**src/rtl/uart_pkg.sv**
```systemverilog
// Shared encodings and defaults for the UART transmit buffer.
package uart_pkg;

  localparam int UART_BYTE_W         = 8;
  localparam int DEFAULT_DEPTH       = 16;
  localparam int DEFAULT_SEND_CYCLES = 2;

  localparam logic [1:0] S_IDLE      = 2'd0;
  localparam logic [1:0] S_SEND      = 2'd1;
  localparam logic [1:0] S_WAIT_RISE = 2'd2;
  localparam logic [1:0] S_WAIT_FALL = 2'd3;

  typedef enum logic [1:0] {
    IDLE      = S_IDLE,
    SEND      = S_SEND,
    WAIT_RISE = S_WAIT_RISE,
    WAIT_FALL = S_WAIT_FALL
  } tx_state_t;

endpackage

```
**src/rtl/sync_fifo.sv**
```systemverilog
// Generic synchronous FIFO with registered storage and a separate occupancy counter.
// Latency: a pushed word is visible on pop_dat one clock later. Backpressure: push ignored when full unless popped in the same cycle.
module sync_fifo #(
  parameter int WIDTH = 8,
  parameter int DEPTH = 16
) (
  input  logic                   clk,
  input  logic                   reset,
  input  logic                   push,
  input  logic [WIDTH-1:0]       push_dat,
  input  logic                   pop,
  output logic [WIDTH-1:0]       pop_dat,
  output logic [$clog2(DEPTH):0] count,
  output logic                   full,
  output logic                   empty
);

  localparam int AW = $clog2(DEPTH);
  localparam int CW = AW + 1;

  logic [WIDTH-1:0] mem [DEPTH];
  logic [AW-1:0]    wr_ptr;
  logic [AW-1:0]    rd_ptr;
  logic             do_push;
  logic             do_pop;

  assign do_pop  = pop && !empty;
  // A full queue still accepts a write when the head leaves in the same cycle.
  assign do_push = push && (!full || do_pop);

  always_ff @(posedge clk) begin
    if (reset) begin
      wr_ptr <= '0;
      rd_ptr <= '0;
      count  <= '0;
    end else begin
      if (do_push) wr_ptr <= wr_ptr + AW'(1);
      if (do_pop)  rd_ptr <= rd_ptr + AW'(1);
      if (do_push && !do_pop)      count <= count + CW'(1);
      else if (!do_push && do_pop) count <= count - CW'(1);
    end
  end

  always_ff @(posedge clk) begin
    if (do_push) mem[wr_ptr] <= push_dat;
  end

  assign pop_dat = mem[rd_ptr];
  assign full    = (count == CW'(DEPTH));
  assign empty   = (count == '0);

endmodule

```
**src/rtl/uart_tx_buffer.sv**
```systemverilog
// Byte queue plus launch FSM pacing tx_send on tx_busy; UART_TX_BUFFER_TIMEOUT_EN adds a busy-rise timeout with one retry.
// Latency: 2 clocks from a push into an empty queue to tx_send. Backpressure: none upstream; writes to a full queue drop and set overflow.
module uart_tx_buffer
  import uart_pkg::*;
#(
  parameter int DEPTH        = DEFAULT_DEPTH,
  parameter int SEND_CYCLES  = DEFAULT_SEND_CYCLES,
  parameter int BUSY_TIMEOUT = 64
) (
  input  logic                   clk,
  input  logic                   reset,
  input  logic                   wr_en,
  input  logic [UART_BYTE_W-1:0] wr_data,
  input  logic                   clr_ovf,
  input  logic                   tx_busy,
  output logic                   tx_send,
  output logic [UART_BYTE_W-1:0] tx_data,
  output logic [$clog2(DEPTH):0] count,
  output logic                   full,
  output logic                   empty,
  output logic                   overflow,
  output logic                   active
`ifdef UART_TX_BUFFER_TIMEOUT_EN
  ,
  output logic                   timeout_err
`endif
);

  localparam int SCW = (SEND_CYCLES > 1) ? $clog2(SEND_CYCLES) : 1;

  tx_state_t              state_q, state_d;
  logic [SCW-1:0]         send_cnt_q, send_cnt_d;
  logic                   pop;
  logic                   drop;
  logic [UART_BYTE_W-1:0] head;

`ifdef UART_TX_BUFFER_TIMEOUT_EN
  localparam int TW = (BUSY_TIMEOUT > 1) ? $clog2(BUSY_TIMEOUT) : 1;
  logic [TW-1:0] tmo_q, tmo_d;
  logic          retry_q, retry_d;
  logic          tmo_fail;
`endif

  sync_fifo #(
    .WIDTH (UART_BYTE_W),
    .DEPTH (DEPTH)
  ) u_fifo (
    .clk      (clk),
    .reset    (reset),
    .push     (wr_en),
    .push_dat (wr_data),
    .pop      (pop),
    .pop_dat  (head),
    .count    (count),
    .full     (full),
    .empty    (empty)
  );

  assign drop    = wr_en && full && !pop;
  assign tx_send = (state_q == SEND);
  assign active  = (state_q != IDLE);

  always_comb begin
    state_d    = state_q;
    send_cnt_d = send_cnt_q;
    pop        = 1'b0;
`ifdef UART_TX_BUFFER_TIMEOUT_EN
    tmo_d      = tmo_q;
    retry_d    = retry_q;
    tmo_fail   = 1'b0;
`endif
    case (state_q)
      IDLE: begin
        if (!empty && !tx_busy) begin
          pop        = 1'b1;
          state_d    = SEND;
          send_cnt_d = SCW'(SEND_CYCLES - 1);
`ifdef UART_TX_BUFFER_TIMEOUT_EN
          retry_d    = 1'b0;
`endif
        end
      end
      SEND: begin
`ifdef UART_TX_BUFFER_TIMEOUT_EN
        tmo_d = '0;
`endif
        if (send_cnt_q == '0) state_d = WAIT_RISE;
        else                  send_cnt_d = send_cnt_q - SCW'(1);
      end
      WAIT_RISE: begin
        if (tx_busy) begin
          state_d = WAIT_FALL;
        end
`ifdef UART_TX_BUFFER_TIMEOUT_EN
        // One re-launch of the same byte, then give up and discard it.
        else if (tmo_q == TW'(BUSY_TIMEOUT - 1)) begin
          if (!retry_q) begin
            retry_d    = 1'b1;
            state_d    = SEND;
            send_cnt_d = SCW'(SEND_CYCLES - 1);
          end else begin
            tmo_fail = 1'b1;
            state_d  = IDLE;
          end
        end else begin
          tmo_d = tmo_q + TW'(1);
        end
`endif
      end
      WAIT_FALL: begin
        if (!tx_busy) state_d = IDLE;
      end
      default: state_d = IDLE;
    endcase
  end

  always_ff @(posedge clk) begin
    if (reset) begin
      state_q    <= IDLE;
      send_cnt_q <= '0;
      tx_data    <= '0;
      overflow   <= 1'b0;
    end else begin
      state_q    <= state_d;
      send_cnt_q <= send_cnt_d;
      if (pop) tx_data <= head;
      if (drop)         overflow <= 1'b1;
      else if (clr_ovf) overflow <= 1'b0;
    end
  end

`ifdef UART_TX_BUFFER_TIMEOUT_EN
  always_ff @(posedge clk) begin
    if (reset) begin
      tmo_q       <= '0;
      retry_q     <= 1'b0;
      timeout_err <= 1'b0;
    end else begin
      tmo_q   <= tmo_d;
      retry_q <= retry_d;
      if (tmo_fail)     timeout_err <= 1'b1;
      else if (clr_ovf) timeout_err <= 1'b0;
    end
  end
`endif

endmodule

```
**config.mk**
```make
export PLATFORM = sky130hd
export DESIGN_NAME = uart_tx_buffer
export DESIGN_NICKNAME = d
export VERILOG_FILES = /design/src/rtl/uart_pkg.sv /design/src/rtl/sync_fifo.sv /design/src/rtl/uart_tx_buffer.sv
export SDC_FILE = /design/constraint.sdc
export NUM_CORES = 1
export LEC_CHECK = 0
export CELL_PAD_IN_SITES_DETAIL_PLACEMENT = 2
export CELL_PAD_IN_SITES_GLOBAL_PLACEMENT = 2
export CORE_ASPECT_RATIO = 0.6
export CORE_UTILIZATION = 47
export DETAILED_ROUTE_END_ITERATION = 12
export MAX_ROUTING_LAYER = met4
export PLACE_DENSITY_LB_ADDON = 0.1
export SLEW_MARGIN = 20
export SYNTH_ARGS = -nofsm -noshare
export SYNTH_HDL_FRONTEND = slang
export SYNTH_SLANG_ARGS = --single-unit
```
**constraint.sdc**
```tcl
create_clock -name clk -period 5.57 [get_ports clk]
set_clock_uncertainty 0.2 [all_clocks]
set_input_delay 1.114 -clock clk [delete_from_list [all_inputs] [get_ports clk]]
set_output_delay 1.114 -clock clk [all_outputs]
set_load 0.01 [all_outputs]
```
# Word-level counts from Yosys, hierarchy flattened
# Memory sizes are Yosys's and may differ from the RTL's. A register that Yosys moved wholly into a read port is not among the register bits.
# Index checks and enable logic that the tools add are counted.
[word_totals]
wordCells = 58
input_bits = 13
memories = 1
reg_bits = 17
output_inout_bits = 18
ram_bits = 128
[memory_table]
columns = ["name", "depth", "width", "read_ports", "rd_clocked_by_memory_dff", "wr", "line_no", "rtl"]
rows = [
  ["u_fifo.mem", 16, 8, 1, 1, 1, "sync_fifo.sv:21", "logic [WIDTH-1:0] mem [DEPTH];"],
]
[classes]
reduce_logical = 22
eq_ne = 8
add_sub_neg = 5
muxes = 16
[ops]
columns = ["operator", "n"]
rows = [
  ["5-bit two-way mux", 2],
  ["4-bit by 1-bit adder with 4-bit output, second input constant", 2],
  ["1-bit two-way mux", 8],
  ["2-bit two-way mux", 4],
  ["2-bit != test, second input constant", 4],
  ["2-bit case mux with 4 select lines", 1],
  ["2-bit nonzero test", 4],
  ["1-bit logical AND", 7],
  ["1-bit zero test", 6],
  ["5-bit by 1-bit adder with 5-bit output, second input constant", 1],
  ["5-bit equality test, second input constant", 1],
  ["5-bit zero test", 1],
  ["5-bit by 1-bit subtractor with 5-bit output, second input constant", 1],
  ["2-bit equality test, second input constant", 2],
  ["4-bit AND reduction", 1],
  ["2-bit by 1-bit equality test with 1-bit output, second input constant", 1],
  ["2-bit zero test", 1],
  ["1-bit case mux with 2 select lines", 1],
  ["2-bit AND reduction", 1],
  ["1-bit logical OR", 1],
  ["1-bit subtractor, second input constant", 1],
]

# Logic depth before layout (Yosys ltp)
[depth]
word_depth = 12
depth_mapped = 12
ltp_nobuf = 12

# Modules after synthesis
# From an unflattened synthesis, not the netlist that was laid out.
[hier_totals]
cells_unflattened = 372
area_unflattened_um2 = 6369.9
[modules_own_cells]
columns = ["module", "area_each_um2", "seq_area_each_um2", "instances", "cells_per_inst"]
rows = [
  ["sync_fifo", 5811.8, 4184.0, 1, 316],
  ["uart_tx_buffer", 558.0, 240.2, 1, 56],
]

# Worst setup path before layout
# Ideal clock, no wire load.
[synth_path]
kind = "input port to flip-flop"
start = "in tx_busy"
end = "reg u_fifo.count[4]"
setup_ns = 0.121
slack_ns = 1.935
n_path_buf = 0
cell_stages = 9
t_required_ns = 5.249
t_arrival_ns = 3.315
path_cell_list = "nand2b_1 > a31oi_1 > ha_1 > inv_1 > fa_1 > a21o_1 > a21oi_1 > mux2i_1 > mux2_2"
[synth_between]
elab_chain_cells = 10
word_cells_on_any_way = 13
cone_classes = "3 x mux; 10 x reduce/logical"
[synth_rtl]
columns = ["element", "line_no", "rtl"]
rows = [
  ["from (decl)", "uart_tx_buffer.sv:15", "input logic tx_busy,"],
  ["1-bit zero test (*)", "-", ""],
  ["1-bit logical AND (*)", "uart_tx_buffer.sv:74", "if (!empty && !tx_busy) begin"],
  ["1-bit two-way mux (*)", "uart_tx_buffer.sv:74", ""],
  ["1-bit two-way mux (*)", "uart_tx_buffer.sv:72", "case (state_q)"],
  ["1-bit logical AND (*)", "sync_fifo.sv:27", "assign do_pop = pop && !empty;"],
  ["1-bit logical OR (*)", "sync_fifo.sv:29", "assign do_push = push && (!full || do_pop);"],
  ["1-bit logical AND (*)", "sync_fifo.sv:29", ""],
  ["via u_fifo.do_push", "sync_fifo.sv:24", "logic do_push;"],
  ["1-bit zero test", "sync_fifo.sv:40", "else if (!do_push && do_pop) count <= count - CW'(1);"],
  ["1-bit logical AND", "sync_fifo.sv:40", ""],
  ["2-bit nonzero test (no line)", "-", ""],
  ["to (signal assigned)", "sync_fifo.sv:39", "if (do_push && !do_pop) count <= count + CW'(1);"],
  ["to (signal assigned)", "sync_fifo.sv:40", ""],
  ["to (decl)", "sync_fifo.sv:13", "output logic [$clog2(DEPTH):0] count,"],
]
# The timed path passes the listed nets; every way through them passes the cells marked *.
# A chain may end at the register's enable or synchronous reset.

# Worst setup path in the final report
# Ends and elaborated chain as after synthesis.

==> results.toml <==
[floorplan]
design.die.area_um2 = 13900
coreArea_um2 = 13000
dieHeight_um = 91.7
dieWidth_um = 151
io_pins = 31
starting_utilization_of_the_core_area = 0.486
placementRows = 32

[final_layout]
fin_cells = 634
layout_common_cells = "128 x sky130_fd_sc_hd__edfxtp_1, 65 x sky130_fd_sc_hd__mux2i_1, 38 x sky130_fd_sc_hd__nor2_1"
layout.filler_cells = 1159
final_nets = 478
area_growth_pct = 16.4
final_layout_size_suffix_gt1_frac = 0.112
fin_util = 0.565
mostFrequentLayoutCell = "sky130_fd_sc_hd__edfxtp_1"

[hold_path]
hold_start = "overflow"
hold_path.class = "register to register"
hold-path-endpoint = "overflow"
hold_depth = 2

[power]
ir_drop_v = 0.000223
post-layout-total-power_w = 0.00324
leakage_nw = 2.31
pwr_density_cell_nw_per_um2 = 443

[sta]
max_slew.worst_pin.slew_ns = 0.988
hold_violations = 0
maxSlewViolCount = 0
maxSlewHeadroom = 0.339
setup_repair_after_global_routing_missed_its_margin = "no"
tns_ns = 0
max_clk_rate_mhz = 231
layout_min_cycle_time_ns = 4.34
finalCritPeriodShare = 0.779
setup-violations-final = 0
final.setup.worst_slack_ns = 1.23

[grt]
grt_overflow = 0
grt_max_degree = 48
grt_usage = 0.297
first_pass_grt_wire_length_um = 27400
first_global_vias = 4178
antenna_found_initial = 1

[placement]
buffer_ports.inserted = 30
finalWeightedCongestion = 0.807
total_half_perimeter_wirelength_after_legalization_and_detailed_placement_um = 12100
post_placement_worst_setup_slack_ns = 0.885
placed_cells = 601

[clock_network]
post-cts-setup-buffer-count = 0
cts_tree = "yes"
cts.path.max_buffers = 2
cts.sinks = 153
clk_pin_slew_ns = 0.06
cts_root_buffer = "sky130_fd_sc_hd__clkbuf_16"
htreeDepth = 4
holdBufCountCts = 0
cts_resized = 0
clk_latency_worst_skew_pair_ns = 0.42
tritoncts.num_buffers = 17

[synthesis]
synth-compound-area-share = 0.0699
multiplexer_fraction_of_the_synthesized_cell_area = 0.112
synth-edff-count = 128
synthesis.yosys.warnings = 0
main_combinational_cell_family_by_area_after_synthesis = "multiplexers"
synth.ff_latch_count = 153
synth_area_leaders = "sky130_fd_sc_hd__edfxtp_1 61%, sky130_fd_sc_hd__mux2i_1 10%, sky130_fd_sc_hd__dfxtp_1 7.9%"
async_reset_ff_frac = 0
fraction_of_synthesized_cell_area_taken_by_the_top_area_cell_type = 0.610
synth_fp_nets = 445
postSynthAreaPerCell_um2 = 15.1
synth_sequential_area_ratio = 0.690
synth.largest_area_cell = "sky130_fd_sc_hd__edfxtp_1"
synth_area_um2 = 6300
synth_xor_area_frac = 0.0125
synthAdderAreaFrac = 0.0310
synth-main-ff-cell = "sky130_fd_sc_hd__edfxtp_1"
synthCells = 417
synth-simple-area-share = 0.0626
synthDistinctLibCells = 43

[outcome]
run_status = "completed"

[detailed_routing]
wl_met2_um = 8540
wirelength_um = 18200
met3_length_um = 1290
ant_nets = 0
post_route_m1_wl_um = 7970
highest_layer = "met4"
drt_first_iter_violations = 239
detail_route.vias_per_cell = 6.02
route.detailed.wl_per_inst_um = 28.7
overall_via_count_from_detail_route = 3817
firstDrtPassIters = 5
remaining_drc_errors = 0

[critical_path]
critical_path.reg2reg.endpoint = "u_fifo.count[4]"
worstReg2RegStart = "state_q[0]"
cp.required_ns = 5.68
crit_family = "compound AO/OA/AOI/OAI gates"
setup.reg_to_reg.worst_slack_ns = 1.74
critical_path.endpoint_type = "register"
timing.reg2reg.worst_path_depth = 11
crit_chain = "clkdlybuf4s50_1 -> nand2b_1 -> a31oi_1 -> ha_1 -> inv_1 -> fa_1 -> a21o_1 -> a21oi_1 -> mux2i_1 -> mux2_2"
critical_path.startpoint_type = "input pin"
wp_buf_inv = 2
max_stage_delay_ns = 0.63
critPathKind = "input pin to register"
critical_path.slowest_cell = "sky130_fd_sc_hd__a31oi_1"
worstPathArrival_ns = 4.45
crit_fanout = 6

[run]
total_of_max_cap_violations = 0
[where the power goes]
group	internal, W	leakage, nW	switching [W]
Sequential	0.00132	1.36	0.0000979
Clock	0.000624	0.269	0.000501
Combinational	0.000295	0.676	0.000405
Total	0.00224	2.31	0.00100
[worst reg2reg max path, delay by kind of cell, from the launching register on]
kind / cells / cell delay, ns
adder cells (fa/ha/maj): 3 / 1.05
AO/OA/AOI/OAI: 3 / 1.00
multiplexers: 2 / 0.62
flip-flops: 1 / 0.35
buffers and inverters: 2 / 0.28
AND/OR/NAND/NOR: 1 / 0.22
[routing by layer]
| metal | vias up | GRT usage |
|---|---|---|
| met5 | - | - |
| met4 | 0 | 0.101 |
| met3 | 30 | 0.0741 |
| met2 | 138 | 0.448 |
| met1 | 1974 | 0.392 |
| li1 | 1675 | - |
[synth_stat cells, drive strengths merged, types with 2 or more instances]
master,count
nand2b,5
nand3b,4
dfxtp,25
or3b,3
a31oi,2
nor2b,2
edfxtp,128
o22ai,28
clkbuf,11
nand2,6
nor2,38
nor3,4
mux4,2
a21o,2
buf,11
xnor2,5
a21oi,8
nor4,8
inv,9
ha,14
o211ai,2
a211oi,10
mux2i,65
xor2,4
nand3,7
a311oi,3
[cells by family after synthesis]
| logic type | count (synthesis) |
|---|---|
| DFF | 153 |
| buffers and inverters | 31 |
| and+or+nand+nor | 79 |
| AOI/OAI and AO/OA | 62 |
| xor gates and xnor gates | 9 |
| adders and majority gates | 15 |
| muxes | 68 |
[per-stage QoR]
step	instance area, µm²	hold WS [ns]
finish	7330	0.317
global route	7330	0.330
CTS	7330	0.318
detailed placement	6760	0.309
global placement	6760	0.261
floorplan	6300	0.267
[flip-flops by register name, indices dropped and copies added (netlist names)]
signal	cells
u_fifo.wr_ptr	4
u_fifo.count	5
overflow	1
send_cnt_q	1
u_fifo.mem	128
state_q	2
tx_data	8
u_fifo.rd_ptr	4
[worst max-delay path by stage]
stage | startpoint | cells after the start | slack, ns | endpoint
floorplan | tx_busy | 9 | 1.93 | u_fifo.count[4]
global placement | tx_busy | 10 | 1.09 | u_fifo.count[4]
detailed placement | tx_busy | 10 | 0.89 | u_fifo.count[4]
CTS | tx_busy | 10 | 1.26 | u_fifo.count[4]
global route | tx_busy | 10 | 0.99 | u_fifo.count[4]
finish | tx_busy | 10 | 1.23 | u_fifo.count[4]
[final cells by class]
class / instances / area (µm²) / area share
diodes: 1 / 2.50 / 0.000341
clock buffers: 17 / 425 / 0.0580
clock inverters: 15 / 144 / 0.0196
inverters: 9 / 33.8 / 0.00461
multi-input cells: 233 / 1820 / 0.248
flip-flops and latches: 153 / 4350 / 0.593
well taps: 170 / 213 / 0.0290
repair buffers: 36 / 345 / 0.0471
Power figures use the tool's default switching activity.
